===== config.mk =====
export PLATFORM = sky130hd
export DESIGN_NAME = cpu_reg_writeback
export DESIGN_NICKNAME = d
export VERILOG_FILES = /design/src/rtl/cpu_reg_writeback.sv
export SDC_FILE = /design/constraint.sdc
export NUM_CORES = 1
export LEC_CHECK = 0
export ABC_AREA = 0
export CAP_MARGIN = 10
export CORE_ASPECT_RATIO = 1.2
export CORE_MARGIN = 5
export CORE_UTILIZATION = 40
export DETAILED_ROUTE_END_ITERATION = 8
export MAX_ROUTING_LAYER = met4
export PLACE_DENSITY = 0.76
export SYNTH_ARGS = -nofsm -noshare
export SYNTH_HDL_FRONTEND = slang
export SYNTH_SLANG_ARGS = --single-unit

===== constraint.sdc =====
create_clock -name clk -period 3.8 [get_ports clk]
set_input_delay 0.76 -clock clk [delete_from_list [all_inputs] [get_ports clk]]
set_output_delay 0.76 -clock clk [all_outputs]
set_load 0.01 [all_outputs]

===== src/rtl/cpu_reg_writeback.sv =====
// ---------------------------------------------------------------------------
// cpu_reg_writeback
//
// Architectural register file and status-flag stage that sits directly after
// the ALU datapath. On a commit strobe it writes the ALU result into A, X, Y
// or SP and updates the N/V/Z/C flags of P. It also handles PLP/RTI loads of
// P, explicit flag set/clear, and SP push/pull stepping. Every output comes
// straight from a flop, so there is no input-to-output combinational path.
//
// Parameters:
//   SP_RESET  stack pointer value after reset
//   P_RESET   status register value after reset (bit 5 reads 1, bit 4 reads 0)
//
// Ports:
//   clk, rst_n        rising-edge clock, synchronous active-low reset
//   alu_out/alu_cout  ALU result and carry out
//   op_a7/op_b7       sign bits of the ALU operands (V computation)
//   op_sub            ALU inverted operand B (SBC/CMP)
//   wr_en             commit strobe
//   dest_select       0 none, 1 A, 2 X, 3 Y, 4 SP, 5-7 none
//   flag_mask         {N,V,Z,C} enables for the commit
//   p_load/mem_in     load P from the data bus
//   flag_set/clr/sel  force one flag (0 C, 1 I, 2 D, 3 V) to 1 / 0
//   sp_inc/sp_dec     stack pointer pull / push step
//   a_reg,x_reg,y_reg,sp  architectural registers
//   p_out             {N,V,1,0,D,I,Z,C}
//   carry_out         registered C flag, the ALU carry-in
//
// Configuration macro:
//   DECIMAL_FLAG_EN   when defined the D flag is stored and writable; when
//                     undefined D is hardwired to 0.
// ---------------------------------------------------------------------------
module cpu_reg_writeback #(
  parameter logic [7:0] SP_RESET = 8'hFD,
  parameter logic [7:0] P_RESET  = 8'h24
) (
  input  logic       clk,
  input  logic       rst_n,
  input  logic [7:0] alu_out,
  input  logic       alu_cout,
  input  logic       op_a7,
  input  logic       op_b7,
  input  logic       op_sub,
  input  logic       wr_en,
  input  logic [2:0] dest_select,
  input  logic [3:0] flag_mask,
  input  logic       p_load,
  input  logic [7:0] mem_in,
  input  logic       flag_set,
  input  logic       flag_clr,
  input  logic [1:0] flag_sel,
  input  logic       sp_inc,
  input  logic       sp_dec,
  output logic [7:0] a_reg,
  output logic [7:0] x_reg,
  output logic [7:0] y_reg,
  output logic [7:0] sp,
  output logic [7:0] p_out,
  output logic       carry_out
);

  localparam logic [2:0] DEST_A  = 3'd1;
  localparam logic [2:0] DEST_X  = 3'd2;
  localparam logic [2:0] DEST_Y  = 3'd3;
  localparam logic [2:0] DEST_SP = 3'd4;

  localparam logic [1:0] SEL_C = 2'd0;
  localparam logic [1:0] SEL_I = 2'd1;
  localparam logic [1:0] SEL_D = 2'd2;
  localparam logic [1:0] SEL_V = 2'd3;

  // Architectural registers
  logic [7:0] a_q,  a_d;
  logic [7:0] x_q,  x_d;
  logic [7:0] y_q,  y_d;
  logic [7:0] sp_q, sp_d;

  // Individual status flags (bits 5 and 4 of P are not storage)
  logic n_q, n_d;
  logic v_q, v_d;
  logic i_q, i_d;
  logic z_q, z_d;
  logic c_q, c_d;
  logic d_flag;

`ifdef DECIMAL_FLAG_EN
  logic d_q, d_d;
  assign d_flag = d_q;
`else
  // D reads as 0; the data-bus bit that would feed it is deliberately dropped.
  logic unused_mem_d;
  assign d_flag       = 1'b0;
  assign unused_mem_d = mem_in[3];
`endif

  // Flag values a commit would produce
  logic n_cmt, v_cmt, z_cmt, c_cmt;

  // Exactly one of set/clear asserted; both together is a no-op
  logic force_en;
  logic force_val;

  always_comb begin
    n_cmt = alu_out[7];
    z_cmt = (alu_out == 8'h00);
    c_cmt = alu_cout;
    // Overflow: operands (B after optional inversion) share a sign and the
    // result sign differs from it.
    v_cmt = (op_a7 == (op_b7 ^ op_sub)) && (alu_out[7] != op_a7);

    force_en  = flag_set ^ flag_clr;
    force_val = flag_set;
  end

  // -------------------------------------------------------------------------
  // Register next-state
  // -------------------------------------------------------------------------
  always_comb begin
    a_d = a_q;
    x_d = x_q;
    y_d = y_q;

    if (wr_en) begin
      case (dest_select)
        DEST_A:  a_d = alu_out;
        DEST_X:  x_d = alu_out;
        DEST_Y:  y_d = alu_out;
        default: ;
      endcase
    end
  end

  // SP: a commit targeting SP wins over stepping; inc+dec together cancel.
  always_comb begin
    sp_d = sp_q;
    if (wr_en && (dest_select == DEST_SP)) begin
      sp_d = alu_out;
    end else if (sp_inc && !sp_dec) begin
      sp_d = sp_q + 8'd1;
    end else if (sp_dec && !sp_inc) begin
      sp_d = sp_q - 8'd1;
    end
  end

  // -------------------------------------------------------------------------
  // Flag next-state, applied lowest priority first so later layers override:
  // commit flags, then set/clear of one bit, then a full P load.
  // -------------------------------------------------------------------------
  always_comb begin
    n_d = n_q;
    v_d = v_q;
    i_d = i_q;
    z_d = z_q;
    c_d = c_q;
`ifdef DECIMAL_FLAG_EN
    d_d = d_q;
`endif

    // Commit: independent of dest_select (TXS relies on a zero mask).
    if (wr_en) begin
      if (flag_mask[3]) n_d = n_cmt;
      if (flag_mask[2]) v_d = v_cmt;
      if (flag_mask[1]) z_d = z_cmt;
      if (flag_mask[0]) c_d = c_cmt;
    end

    // Set/clear only touches the selected bit; other masked bits still update.
    if (force_en) begin
      case (flag_sel)
        SEL_C:   c_d = force_val;
        SEL_I:   i_d = force_val;
`ifdef DECIMAL_FLAG_EN
        SEL_D:   d_d = force_val;
`endif
        SEL_V:   v_d = force_val;
        default: ;
      endcase
    end

    // PLP/RTI: bits 5 and 4 of the bus are not stored.
    if (p_load) begin
      n_d = mem_in[7];
      v_d = mem_in[6];
`ifdef DECIMAL_FLAG_EN
      d_d = mem_in[3];
`endif
      i_d = mem_in[2];
      z_d = mem_in[1];
      c_d = mem_in[0];
    end
  end

  // -------------------------------------------------------------------------
  // State
  // -------------------------------------------------------------------------
  always_ff @(posedge clk) begin
    if (!rst_n) begin
      a_q  <= 8'h00;
      x_q  <= 8'h00;
      y_q  <= 8'h00;
      sp_q <= SP_RESET;
      n_q  <= P_RESET[7];
      v_q  <= P_RESET[6];
      i_q  <= P_RESET[2];
      z_q  <= P_RESET[1];
      c_q  <= P_RESET[0];
`ifdef DECIMAL_FLAG_EN
      d_q  <= P_RESET[3];
`endif
    end else begin
      a_q  <= a_d;
      x_q  <= x_d;
      y_q  <= y_d;
      sp_q <= sp_d;
      n_q  <= n_d;
      v_q  <= v_d;
      i_q  <= i_d;
      z_q  <= z_d;
      c_q  <= c_d;
`ifdef DECIMAL_FLAG_EN
      d_q  <= d_d;
`endif
    end
  end

  // -------------------------------------------------------------------------
  // Outputs (flops and constants only)
  // -------------------------------------------------------------------------
  assign a_reg     = a_q;
  assign x_reg     = x_q;
  assign y_reg     = y_q;
  assign sp        = sp_q;
  assign p_out     = {n_q, v_q, 1'b1, 1'b0, d_flag, i_q, z_q, c_q};
  assign carry_out = c_q;

endmodule


==> results of run 1 <==
[worst max-delay path, cell delays in order]
cell and delay [ns]:
clkdlybuf4s50_1 0.50, nand2b_1 0.39, fa_1 0.51, a21o_1 0.18, a21oi_1 0.21, nor2b_1 0.09, nand3_1 0.08, o21ai_1 0.07
o32a_1 0.34
[metal layers]
layer  vias to the layer above  global-route usage [%]  share of wire (%)
li1                        940                       -                  -
met1                       864                   20.81                 42
met5                         -                       -                  0
met2                        37                   29.82                 53
met4                         0                   8.252                2.4
met3                         9                   4.157                2.8
[cell families after synthesis]
| family | Yosys count |
|---|---|
| xor gates and xnor gates | 8 |
| adders and majority gates | 8 |
| AOI/OAI and AO/OA | 49 |
| buffers and inverters | 17 |
| other | 2 |
| and+or+nand+nor | 107 |
| DFF | 37 |
| muxes | 12 |
[layout make-up]
| class | count | area, um2 |
|---|---|---|
| well taps | 60 | 75.07 |
| clock inverters | 1 | 30.03 |
| flip-flops and latches | 37 | 740.7 |
| multi-input cells | 187 | 1157 |
| fillers | 465 | 2062 |
| clock buffers | 7 | 86.33 |
| repair buffers | 72 | 718.2 |
[power breakdown]
| group | internal (W) | switching, W |
|---|---|---|
| registers | 0.000411 | 0.0000200 |
| logic | 0.000150 | 0.000129 |
| clock network | 0.000214 | 0.000144 |
| total | 0.000774 | 0.000293 |
[path summary, 6_finish.rpt]
kind	startpoint	to	slack, ns	cells past startpoint
worst max-delay path	sp_dec	sp[6]	0.85	9
worst min register to register	a_reg[1]	a_reg[1]	0.46	2
worst max register to register	sp[0]	sp[6]	1.89	7
worst min-delay path	a_reg[1]	a_reg[1]	0.46	2
[cell usage after synthesis]
library cell   n  area share (%)
buf_2          1            0.25
o211a_1        1            0.50
a221oi_1       1            0.44
conb_1         2            0.38
o21ai_1        1            0.25
o311ai_0       1            0.44
dfxtp_1       37              37
ha_1           7             4.4
o32a_1         1            0.50
nand2b_1       4             1.3
o21ai_0        4             1.0
o21a_1         1            0.38
fa_1           1             1.0
a21o_2         1            0.44
and2_1         1            0.31
a21boi_0      15             5.7
a21oi_1       12             3.0
or2_2          1            0.31
nand4b_1       1            0.44
and4b_4        1            0.69
buf_4          8             3.0
nand4_1        2            0.63
and3b_1        1            0.44
xor2_1         3             1.3
xor2_2         1            0.82
nor2b_1       12             3.8
nor2_1        10             1.9
nand3b_1       1            0.38
o211ai_1       4             1.5
mux2i_1       12             6.0
and3_1         2            0.63
and2b_1        1            0.38
xnor2_1        4             1.8
o22a_1         1            0.44
clkbuf_1       8             1.5
a21o_1         3             1.1
nor3_1         2            0.50
o311ai_1       1            0.44
nand2_1       58              11
nand3_1        8             2.0
a21boi_1       1            0.38
o311a_1        1            0.50
nor4_1         2            0.63
[through the flow]
stage               hold WS (ns)  area (um2)  total power (W)
floorplan                 0.4792        1993        0.0005998
global placement          0.4470        2691        0.0007124
detailed placement        0.4534        2691        0.0007172
CTS                       0.4636        2808         0.001073
global route              0.4895        2808         0.001124
finish                    0.4637        2808         0.001067
==> impl_metrics.tcl, run 1 <==
set metrics [dict create \
    place_congestion 0.8816 \
    start_kind "input pin" \
    finalSetupViolCount 0 \
    yosys.area_share.adder_pct 5.409 \
    grt.overflow.total 0 \
    synth_seq_cells 37 \
    clkLatencyLatePin_ns 0.30 \
    clock-skew-final_ns 0.005249 \
    cts.path.max_buffers 2 \
    post_drt_via_cell_ratio 5.082 \
    synth_compound_area_share_pct 17.04 \
    cts_buffers 5 \
    synth_cell_types 43 \
    syn-instance-count 240 \
    seq_area_frac_synth_pct 37.23 \
    dp_cells 356 \
    drv_slew 0 \
    first_pass_iters 4 \
    fp.dieW_um 74.38 \
    nets 348 \
    layout-area-overhead-vs-synth_pct 41.13 \
    wl_per_cell_um 14.67 \
    netlist_area_um2 1989 \
    setup_tns_ns 0 \
    clockRootBuffer "clkbuf_8" \
    status "finished clean" \
    cp-end-kind "flop" \
    power_density_nw_per_um2 380.1 \
    synthXorXnorAreaFrac_pct 3.899 \
    ant_nets 0 \
    syn_area_per_cell_um2 8.289 \
    vias 1850 \
    p_leak_nw 1.046 \
    cts_resized 0 \
    cts_tree "yes" \
    n_antenna_cell 0 \
    ys_warn_count 0 \
    finalHoldViolCount 0 \
    grt_pass1_wl_um 8687 \
    grt_pass1_vias 1895 \
    cap_viol_max_count 0 \
    fin_crit_sh_pct 77.56 \
    die-area_um2 6490 \
    worstSetupPathType "in -> reg" \
    rows 28 \
    synthSimpleGateAreaFrac_pct 25.22 \
    cp.required_ns 3.99 \
    hold_class "reg -> reg" \
    finish.utilization_pct 57.66 \
    max_clock_freq_mhz 339.3 \
    core_region_area_um2 4870 \
    cp_max_fo 9 \
    antenna_found_initial 0 \
    place_ws_ns 0.5766 \
    vdd_drop_max_mv 0.2515 \
    min_period_ns 2.947 \
    worst_slack_ns 0.8526 \
    muxShareOfSynthArea_pct 6.038 \
    synth_top_family_by_area "simple AND/OR/NAND/NOR gates" \
    worst_pin_slew_ns 0.7520 \
    grt_max_degree 25 \
    io_pins 78 \
    cts.clk_slew.worst_paths_ns 0.08 \
    stdcell_count 364 \
    die_h_um 87.26 \
    post_cts_buffers 0 \
    drc 0 \
    worst_ep_arrival_time_ns 3.13 \
    hold_buffers 0 \
    rsz0062_at_grt "no" \
    slew_headroom_pct 49.71 \
    drt_iter0_markers 80 \
    layout_common_cells "71 x clkdlybuf4s50_1, 58 x nand2_1, 37 x dfxtp_1" \
    drt-total-wl_um 5340 \
    track_usage_pct 18.18 \
    start_util_pct 40.85 \
    hpwlAfterDp_um 3974 \
    drive_gt1_share_pct 3.947 \
    final_common_cell "clkdlybuf4s50_1" \
    clock_sinks 37 \
    htree_num_levels 2 \
    port_buffers 71 \
]
Note: power is estimated with default switching activity, not from simulation.
==> run 2: changes to the inputs <==
--- a/config.mk
+++ b/config.mk
@@ -9,10 +9,10 @@
 export CAP_MARGIN = 10
 export CORE_ASPECT_RATIO = 1.2
 export CORE_MARGIN = 5
-export CORE_UTILIZATION = 40
+export CORE_UTILIZATION = 39
 export DETAILED_ROUTE_END_ITERATION = 8
 export MAX_ROUTING_LAYER = met4
-export PLACE_DENSITY = 0.76
+export PLACE_DENSITY = 0.78
 export SYNTH_ARGS = -nofsm -noshare
 export SYNTH_HDL_FRONTEND = slang
 export SYNTH_SLANG_ARGS = --single-unit
==> constraint.sdc (replaced) <==
create_clock -name clk -period 2.5 [get_ports clk]
set_input_delay 0.5 -clock clk [delete_from_list [all_inputs] [get_ports clk]]
set_output_delay 0.5 -clock clk [all_outputs]
set_load 0.01 [all_outputs]
==> impl_metrics.tcl, run 2 (synthesized netlist as in run 1, its figures left out) <==
set metrics [dict create \
    htree_num_levels 2 \
    nets 362 \
    drt-total-wl_um 5603 \
    fin_total_pwr_w 0.001671 \
    grt_pass1_vias 1847 \
    antenna_found_initial 0 \
    drc 0 \
    worst_pin_slew_ns 0.5233 \
    vias 1926 \
    drt_iter0_markers 109 \
    rows 28 \
    first_pass_iters 4 \
    track_usage_pct 17.80 \
    drv_slew 0 \
    fillers 442 \
    start_util_pct 40.27 \
    min_from "y_reg[2]" \
    core_region_area_um2 4940 \
    layout-area-overhead-vs-synth_pct 46.73 \
    p_leak_nw 1.113 \
    cts.clk_slew.worst_paths_ns 0.08 \
    rsz0062_at_grt "no" \
    io_pins 78 \
    rr_worst_depth 7 \
    worst_ep_arrival_time_ns 2.54 \
    hold_buffers 0 \
    fp.dieW_um 75.20 \
    hpwlAfterDp_um 4180 \
    finalSetupViolCount 0 \
    finalHoldViolCount 0 \
    drive_gt1_share_pct 8.805 \
    layout_common_cells "71 x clkdlybuf4s50_1, 58 x nand2_1, 37 x dfxtp_1" \
    n_antenna_cell 0 \
    rrSetupSlack_ns 0.62 \
    die_h_um 88.24 \
    power_density_nw_per_um2 572.4 \
    fin_crit_sh_pct 94.02 \
    cts_buffers 5 \
    worstReg2RegEnd "sp[6]" \
    ant_nets 0 \
    status "finished clean" \
    post_drt_via_cell_ratio 5.095 \
    clock-skew-final_ns 0.007518 \
    grt_pass1_wl_um 8769 \
    min_to "y_reg[2]" \
    place_ws_ns -0.1840 \
    clock_sinks 37 \
    start_kind "input pin" \
    reg2reg_from "sp[0]" \
    worst_slack_ns 0.1496 \
    cp.required_ns 2.69 \
    cp-end-kind "flop" \
    final_common_cell "clkdlybuf4s50_1" \
    min_path_cells 2 \
    cts_tree "yes" \
    die-area_um2 6636 \
    cts.path.max_buffers 2 \
    vdd_drop_max_mv 0.3999 \
    place_congestion 0.8236 \
    grt.overflow.total 0 \
    clkLatencyLatePin_ns 0.29 \
    port_buffers 71 \
    cp_max_fo 6 \
    worstSetupPathType "in -> reg" \
    grt_max_degree 21 \
    min_period_ns 2.350 \
    slew_headroom_pct 64.98 \
    clockRootBuffer "clkbuf_8" \
    wl_per_cell_um 14.82 \
    cap_viol_max_count 0 \
    hold_class "reg -> reg" \
    dp_cells 370 \
    max_clock_freq_mhz 425.5 \
    stdcell_count 378 \
]
[run 2: changes by cell type in the layout (fill, tap and decap cells not counted), sizes merged]
cell	previous run	this run
buf	1	15
clkbuf	7	6
clkinvlp	0	1
[run 2: what timing repair did]
item / CTS / global route
buffers inserted: 0 / 0
endpoints found under the setup margin: 0 / 2
gates resized for setup: 0 / 1
[run 2: layout make-up]
class                      count  area, um2  share of cell area, %
timing repair buffer          86      823.3                  28.20
tap                           60      75.07                  2.572
clock buffer                   6      82.58                  2.829
multi-input combinational    187       1160                  39.73
sequential                    37      740.7                  25.38
clock inverter                 2      37.54                  1.286
[run 2: worst max-delay path, stage by stage]
cell and delay, ns:
clkdlybuf4s50_1 0.42, nand2b_2 0.24, buf_4 0.18, ha_1 0.36
nor2b_1 0.09, a221oi_1 0.33, a21oi_1 0.13, o32a_1 0.30
[run 2: how the worst max path moves through the flow]
| stage | endpoint | startpoint | slack, ns |
|---|---|---|---|
| 6_report | sp[6] | sp_dec | 0.15 |
| 5_1_grt | sp[7] | sp_dec | 0.002 |
| 4_1_cts | sp[6] | sp_dec | 0.12 |
| 3_5_place_dp | sp[6] | sp_dec | -0.18 |
| 3_3_place_gp | sp[6] | sp_dec | -0.16 |
| 2_1_floorplan | sp[6] | sp_dec | 0.30 |
[run 2: stage by stage]
| stage | hold WS (ns) | instance area, um2 | TNS [ns] | util, % |
|---|---|---|---|---|
| final | 0.4651 | 2919 | 0 | 59.09 |
| after global routing | 0.4868 | 2919 | 0 | 59.09 |
| after CTS | 0.4678 | 2917 | 0 | 59.04 |
| after detailed placement | 0.4568 | 2796 | -0.5345 | 56.61 |
| after global placement | 0.4447 | 2796 | -0.4432 | 56.61 |
| after floorplan | 0.4792 | 1993 | 0 | - |
[run 2: routing by layer]
| metal | share of wire [%] | vias up | wire length, um | global-route usage [%] |
|---|---|---|---|---|
| li1 | - | 966 | - | - |
| met1 | 42 | 904 | 2326 | 21.24 |
| met2 | 52 | 46 | 2938 | 29.95 |
| met3 | 4.1 | 10 | 228 | 2.727 |
| met4 | 2.0 | 0 | 110 | 6.677 |
| met5 | 0 | - | 0 | - |
[run 2: where the power goes]
| group | switching (W) | total [W] | internal [W] |
|---|---|---|---|
| Combinational | 0.000209 | 0.000471 | 0.000262 |
| Clock | 0.000220 | 0.000545 | 0.000324 |
| Sequential | 0.0000312 | 0.000656 | 0.000624 |
